$ cat config.mk
export PLATFORM = sky130hd
export DESIGN_NAME = sim_harness_ctrl
export DESIGN_NICKNAME = d
export VERILOG_FILES = /design/src/rtl/sim_harness_ctrl.sv
export SDC_FILE = /design/constraint.sdc
export NUM_CORES = 1
export LEC_CHECK = 0
export ABC_AREA = 1
export BUFFER_PORTS_ARGS = -buffer_cell sky130_fd_sc_hd__buf_2
export CORE_ASPECT_RATIO = 0.9
export CORE_MARGIN = 4
export CORE_UTILIZATION = 54
export CTS_CLUSTER_SIZE = 8
export DETAILED_ROUTE_END_ITERATION = 6
export GPL_TIMING_DRIVEN = 1
export PLACE_DENSITY = 0.85
export RECOVER_POWER = 100
export SETUP_SLACK_MARGIN = 0.05
export SLEW_MARGIN = 15
export SYNTH_ARGS = -nofsm -noshare
export SYNTH_HDL_FRONTEND = slang
export SYNTH_SLANG_ARGS = --single-unit
$ cat constraint.sdc
create_clock -name clk -period 6.1 [get_ports clk]
set_clock_uncertainty 0.15 [all_clocks]
set_input_delay 0.61 -clock clk [delete_from_list [all_inputs] [get_ports clk]]
set_output_delay 0.61 -clock clk [all_outputs]
set_load 0.05 [all_outputs]
$ cat src/rtl/sim_harness_ctrl.sv
// Test-harness controller: sequences the core reset, watches stores to the
// tohost word and reports PASS / FAIL / TIMEOUT with a saturating RUN-cycle count.
module sim_harness_ctrl #(
  parameter int               XLEN           = 32,
  parameter int               RESET_CYCLES   = 3,
  parameter logic [XLEN-1:0]  TOHOST_ADDR    = XLEN'('h0FFC),
  parameter int               TIMEOUT_CYCLES = 100000,
  parameter int               CNT_W          = 32
) (
  input  logic             clk,
  input  logic             reset,
  input  logic             restart,
  input  logic             mem_we,
  input  logic [XLEN-1:0]  mem_addr,
  input  logic [XLEN-1:0]  mem_wdata,
  output logic             core_reset,
  output logic             done,
  output logic             pass,
  output logic             timeout,
  output logic [XLEN-2:0]  fail_code,
  output logic [CNT_W-1:0] cycle_count,
  output logic [2:0]       dbg_state
);

  typedef enum logic [2:0] {
    S_HOLD    = 3'd0,
    S_RUN     = 3'd1,
    S_PASS    = 3'd2,
    S_FAIL    = 3'd3,
    S_TIMEOUT = 3'd4
  } state_t;

  localparam int               HW        = (RESET_CYCLES > 1) ? $clog2(RESET_CYCLES) : 1;
  localparam logic [HW-1:0]    HOLD_LAST = HW'(RESET_CYCLES - 1);
  localparam logic [CNT_W-1:0] TO_LAST   = CNT_W'(TIMEOUT_CYCLES - 1);
  localparam logic             TO_EN     = (TIMEOUT_CYCLES != 0);

  state_t           state_q, state_d;
  logic [HW-1:0]    hold_q, hold_d;
  logic [CNT_W-1:0] cnt_q, cnt_d;
  logic [XLEN-2:0]  fail_q, fail_d;
  logic             core_reset_q, core_reset_d;
  logic             done_q, done_d;
  logic             pass_q, pass_d;
  logic             timeout_q, timeout_d;
  logic             tohost;

  assign tohost = mem_we && (mem_addr == TOHOST_ADDR);

  always_comb begin
    state_d = state_q;
    hold_d  = hold_q;
    cnt_d   = cnt_q;
    fail_d  = fail_q;
    case (state_q)
      S_HOLD: begin
        if (hold_q == HOLD_LAST) state_d = S_RUN;
        else                     hold_d  = hold_q + HW'(1);
      end
      S_RUN: begin
        if (cnt_q != {CNT_W{1'b1}}) cnt_d = cnt_q + CNT_W'(1);
        // A qualifying store on the timeout cycle wins over the timeout.
        if (tohost && mem_wdata[0]) begin
          if (mem_wdata[XLEN-1:1] == '0) begin
            state_d = S_PASS;
          end else begin
            state_d = S_FAIL;
            fail_d  = mem_wdata[XLEN-1:1];
          end
        end else if (TO_EN && (cnt_q == TO_LAST)) begin
          state_d = S_TIMEOUT;
        end
      end
      S_PASS, S_FAIL, S_TIMEOUT: begin
        if (restart) begin
          state_d = S_HOLD;
          hold_d  = '0;
          cnt_d   = '0;
          fail_d  = '0;
        end
      end
      default: state_d = S_HOLD;
    endcase

    core_reset_d = (state_d == S_HOLD);
    pass_d       = (state_d == S_PASS);
    timeout_d    = (state_d == S_TIMEOUT);
    done_d       = (state_d == S_PASS) || (state_d == S_FAIL) || (state_d == S_TIMEOUT);
  end

  always_ff @(posedge clk or posedge reset) begin
    if (reset) begin
      state_q      <= S_HOLD;
      hold_q       <= '0;
      cnt_q        <= '0;
      fail_q       <= '0;
      core_reset_q <= 1'b1;
      done_q       <= 1'b0;
      pass_q       <= 1'b0;
      timeout_q    <= 1'b0;
    end else begin
      state_q      <= state_d;
      hold_q       <= hold_d;
      cnt_q        <= cnt_d;
      fail_q       <= fail_d;
      core_reset_q <= core_reset_d;
      done_q       <= done_d;
      pass_q       <= pass_d;
      timeout_q    <= timeout_d;
    end
  end

  assign core_reset  = core_reset_q;
  assign done        = done_q;
  assign pass        = pass_q;
  assign timeout     = timeout_q;
  assign fail_code   = fail_q;
  assign cycle_count = cnt_q;
  assign dbg_state   = state_q;

endmodule

Word level (Yosys, flattened, before mapping) --
Cells that the tools add are included.
Operators by class: add/subtract/negate cells 2, eq/ne operators 16, multiplexer cells 16, reductions and logical operators 13
Operator list (count):
- 2-to-1 mux 31 bit | 3
- 2-to-1 mux 32 bit | 2
- one-hot mux 32 bit (2 select lines) | 1
- one-hot mux 31 bit (2 select lines) | 1
- adder 32 x 1 -> 32 bit, second input constant | 1
- equality test 32 x 12 -> 1 bit, second input constant | 1
- equality test 32 x 17 -> 1 bit, second input constant | 1
- inequality test 32 bit, second input constant | 1
- zero test 31 bit | 1
- equality test 3 x 2 -> 1 bit, second input constant | 4
- 2-to-1 mux 3 bit | 4
- inequality test 2 bit, second input constant | 5
- one-hot mux 3 bit (3 select lines) | 1
- equality test 3 bit, second input constant | 2
- zero test 3 bit | 2
- AND reduction 3 bit | 2
- 2-to-1 mux 2 bit | 2
- one-hot mux 2 bit (2 select lines) | 1
- AND reduction 4 bit | 1
- nonzero test 2 bit | 2
- equality test 3 x 1 -> 1 bit, second input constant | 1
- OR reduction 3 bit | 1
- adder 2 x 1 -> 2 bit, second input constant | 1
- equality test 2 bit, second input constant | 1
- other kinds (3) | 5
Storage, ports and cells: bits in registers 72, output and inout port bits 70, logic and storage cells 55

Longest topological paths before layout --
depth in word-level cells 8, depth in mapped cells 12, mapped depth without buffers 12

Worst setup path before layout --
No wires, ideal clock.
path kind register -> register, start register cnt_q[1] (netlist: cycle_count[1]), end register cnt_q[12] (netlist: cycle_count[12]), library setup time 95 ps, arrival 1925 ps, required time 5855 ps, path slack 3930 ps, stages on the path, launching flop included 12, path buffers 2, clock period less this slack 2170 ps, cells stage by stage dfrtp_1 ha_1 nand3_2 inv_2 nand2_2 nor2_4 nand3_2 nand2_4 buf_6 buf_8 nand2_1 o31ai_1
On the way: longest elaborated chain between the ends 3, elaborated cells on any way between the ends 6, classes of those cells add/sub (1); eq/ne (2); mux (2); reduce/logical (1)
Ends and longest elaborated chain:
- start, declared | line 40 | logic [CNT_W-1:0] cnt_q, cnt_d;
- start signal, assigned | line 104 | cnt_q <= cnt_d;
- adder 32 x 1 -> 32 bit / inequality test 32 bit (equally long branches) | line 61 | if (cnt_q != {CNT_W{1'b1}}) cnt_d = cnt_q + CNT_W'(1);
- 2-to-1 mux 32 bit / inequality test 2 bit (equally long branches)
- one-hot mux 32 bit (2 select lines) / AND reduction 3 bit (equally long branches)
Parallel ways exist; a longest one is shown, timed or not. The select of a mux whose other input is x is not followed. A chain may end at the register's enable or synchronous reset.

Final worst setup path --
start register state_q[2] (netlist: dbg_state[2]), end register cnt_q[30] (netlist: cycle_count[30])
On the way: longest elaborated chain between the ends 4, elaborated cells on any way between the ends 10, classes of those cells eq/ne (6); mux (1); reduce/logical (3)
Ends and longest elaborated chain:
- start, declared | line 38 | state_t state_q, state_d;
- start signal, assigned | line 102 | state_q <= state_d;
- equality test 3 x 2 -> 1 bit / equality test 3 bit (equally long branches) | line 55 | case (state_q)
- OR reduction 3 bit | line 55
- inequality test 2 bit (no line) / nonzero test 2 bit (equally long branches)
- AND reduction 3 bit (no line)
Parallel ways exist; a longest one is shown, timed or not.

==> impl_metrics.env <==
export IMPL_via_per_inst=5.54
export IMPL_die_w_um=102
export IMPL_globalRouteOverflowTotal=0
export IMPL_pin_count=138
export IMPL_synth_area_leaders="sky130_fd_sc_hd__dfrtp_1 41%, sky130_fd_sc_hd__nand2_1 16%, sky130_fd_sc_hd__nor2_1 7.0%"
export IMPL_yosysWarningCount=0
export IMPL_drcViolationCount=0
export IMPL_drive_gt1_frac=0.144
export IMPL_static_leakage_power_nw=2.43
export IMPL_grt_antenna_before_repair=0
export IMPL_setup_tns_final_ps=0
export IMPL_setup_slack_ps=1830
export IMPL_post_synthesis_cells=609
export IMPL_detail_route_antenna_nets=0
export IMPL_regArea_um2=1800
export IMPL_slowest_delay_ps=1330
export IMPL_failing_checks="capacitance limit, slew limit"
export IMPL_ys_seq_area_frac=0.417
export IMPL_first_iter_violations=373
export IMPL_timing_rr_start="dbg_state[2]$_DFF_PP0_"
export IMPL_max_freq_mhz=234
export IMPL_synth_async_sr_flop_share=1.00
export IMPL_floorplan_rows=30
export IMPL_run_status="finished, violations left"
export IMPL_cts_inserted_buffers=9
export IMPL_clock_tree_buffer_depth=2
export IMPL_pre_repair_dr_iteration_count=7
export IMPL_clock_sinks=72
export IMPL_final_min_period_over_clock_period=0.699
export IMPL_syn2layout_area_growth_pct=18.0
export IMPL_yosys_most_used_dff="sky130_fd_sc_hd__dfrtp_1"
export IMPL_timing_max_cap_violations=1
export IMPL_path_cells="inv_1, nand2_1, o21ai_4, inv_1, a21oi_1, nand2_1, inv_4, nand3_1, o21ai_0"
export IMPL_routed_via_count=4646
export IMPL_net_count_of_the_mapped_netlist=679
export IMPL_first_pass_grt_wire_length_mm=20.0
export IMPL_num_antenna_cells=0
export IMPL_design_core_area_um2=7660
export IMPL_cts_htree_levels=3
export IMPL_synth_enable_flop_cells=0
export IMPL_synth_seq_cells=72
export IMPL_cts_repair_timing_setup_buffer_count=0
export IMPL_worstHoldPathType="register to register"
export IMPL_postLayoutCoreUtil=0.666
export IMPL_power_per_cell_area_nw_per_um2=438
export IMPL_finalWorstPathRequiredPeriod_ps=4270
export IMPL_grt_use_total=0.264
export IMPL_worst_endpoint_arrival_ps=4340
export IMPL_final_max_slew_viol_count=62
export IMPL_r2r_worst_path_cells=9
export IMPL_gp_routability_congestion=0.952
export IMPL_postCtsHoldBufs=0
export IMPL_synth_cell_type_count=40
export IMPL_cts_root_buffer_cell="sky130_fd_sc_hd__clkbuf_8"
export IMPL_ctsResizeCount=0
export IMPL_unrepaired_setup_endpoints_after_global_routing="no"
export IMPL_nNetsFinal=808
export IMPL_critical_path_class="register to register"
export IMPL_critPathRequiredTime_ps=6170
export IMPL_hold_path_end="fail_code[6]$_DFFE_PP0P_"
export IMPL_wl_mm=12.3
export IMPL_ff2ff_setup_slack_ps=1830
export IMPL_detailedPlacementHpwl_mm=9.11
export IMPL_synthesis_area_um2=4320
export IMPL_footprint_of_the_multi_input_gates_um2=2120
export IMPL_synth_area_leader_cell="sky130_fd_sc_hd__dfrtp_1"
export IMPL_synthDominantCellAreaShare=0.411
export IMPL_hold_path_startpoint="fail_code[6]$_DFFE_PP0P_"
export IMPL_clk_latency_ps=360
export IMPL_synth_avg_cell_area_um2=7.10
export IMPL_worst_setup_path_start_kind="register"
export IMPL_post_detailed_route_wirelength_per_cell_um=14.6
export IMPL_critPathSlowestCell="sky130_fd_sc_hd__inv_1"
export IMPL_dieHeight_um=92.9
export IMPL_grt_pass1_vias=4350
export IMPL_hold_path_depth=2
export IMPL_hold_viol=0
export IMPL_numPortBuffers=137
export IMPL_grt_start_max_net_pins=73
export IMPL_setup_worst_path_end_class="register"
export IMPL_clock_transition_at_the_registers_of_the_reported_paths_ps=80
export IMPL_dp_slack_ps=3100
export IMPL_fill_count=715
export IMPL_regToRegEndpoint="cycle_count[30]$_DFFE_PP0P_"
export IMPL_max_slew_margin_rel=-0.252
export IMPL_design_die_area_um2=9500
export IMPL_peakVddDrop_uv=204
export IMPL_setup_violations=0
export IMPL_cts_tree="built"
export IMPL_start_util=0.564
export IMPL_crit_path_max_fanout=61
export IMPL_least_margin_pin_slew_ps=1880
==> area by class of cell <==
| class | count | share of cell area |
|---|---|---|
| clock buffers | 10 | 0.0250 |
| clock inverters | 6 | 0.0177 |
| inverters | 62 | 0.0461 |
| multi-input cells | 455 | 0.415 |
| flip-flops and latches | 72 | 0.354 |
| well taps | 96 | 0.0236 |
| repair buffers | 138 | 0.119 |
==> power breakdown <==
group	total [mW]	internal, mW	switching [mW]
clock network	0.426	0.233	0.193
logic	1.04	0.194	0.848
registers	0.765	0.631	0.134
==> worst max-delay path: cells and delay by family, from the launching register on <==
family	cells	cell delay, ps
buf+inv	3	1770
simple gates	3	1220
compound gates	3	560
flops	1	360
==> stage by stage <==
stage | total power [mW] | hold WS (ps) | area (um2) | std cells
3_5_place_dp | 1.88 | 325 | 4990 | 823
3_3_place_gp | 1.85 | 317 | 4990 | 823
4_1_cts | 2.30 | 346 | 5210 | 839
5_1_grt | 2.37 | 354 | 5100 | 839
2_1_floorplan | 1.63 | 369 | 4320 | 609
6_report | 2.23 | 339 | 5100 | 839
==> registers in the layout, indices dropped and copies added (netlist names) <==
name	count
pass	1
timeout	1
hold_q	2
dbg_state	3
done	1
core_reset	1
cycle_count	32
fail_code	31
==> cells in the mapped netlist, types with 5 or more instances <==
library cell,count
sky130_fd_sc_hd__nand4_1,31
sky130_fd_sc_hd__o21ai_0,9
sky130_fd_sc_hd__nand3_1,36
sky130_fd_sc_hd__nand2_1,179
sky130_fd_sc_hd__dfrtp_1,71
sky130_fd_sc_hd__nor3_1,21
sky130_fd_sc_hd__buf_2,6
sky130_fd_sc_hd__o21ai_1,50
sky130_fd_sc_hd__xor2_1,5
sky130_fd_sc_hd__inv_2,5
sky130_fd_sc_hd__or2_2,7
sky130_fd_sc_hd__nor2_1,81
sky130_fd_sc_hd__inv_1,56
==> kinds of logic (layout without fill, tap and decap cells) <==
family | after synthesis | count (layout) | synth area share
AO/OA/AOI/OAI | 75 | 75 | 0.0993
XOR/XNOR | 6 | 6 | 0.0122
adder cells (fa/ha/maj) | 2 | 2 | 0.00579
buffers and inverters | 82 | 216 | 0.0869
flip-flops | 72 | 72 | 0.417
AND/OR/NAND/NOR | 372 | 372 | 0.379
==> layer usage <==
layer / routed length, um / GRT usage / vias to the layer above
met5: 0 / 0 / -
met4: 204 / 0.0842 / 0
met3: 1190 / 0.0693 / 21
met2: 5920 / 0.431 / 230
met1: 4940 / 0.341 / 2155
li1: - / - / 2240
==> layout by cell type, fill, tap and decap left out, drive strengths merged <==
cell type and n:
inv 64, or2 7, nor2 83, a21o 1
nand2 184, a211oi 1, clkbuf 80, nor3b 5
xnor2 1, nand4 31, buf 68, bufinv 2
o31ai 4, nor3 21, dfstp 1, dfrtp 71
o21ai 64, nand3 38, xor2 5, nand3b 2
clkinv 1, a21oi 4, o22ai 1, nor4 1
ha 2, clkinvlp 1
==> worst max-delay path by stage <==
stage / start / endpoint / slack [ps]
finish: dbg_state[2]$_DFF_PP0_ / cycle_count[30]$_DFFE_PP0P_ / 1830
floorplan: reset / cycle_count[0]$_DFFE_PP0P_ / 3520
global placement: dbg_state[1]$_DFF_PP0_ / fail_code[1]$_DFFE_PP0P_ / 3290
CTS: dbg_state[0]$_DFF_PP0_ / fail_code[29]$_DFFE_PP0P_ / 3080
detailed placement: dbg_state[0]$_DFF_PP0_ / fail_code[29]$_DFFE_PP0P_ / 3100
global route: dbg_state[2]$_DFF_PP0_ / cycle_count[5]$_DFFE_PP0P_ / 1490
Note: power is estimated with default switching activity, not from simulation.
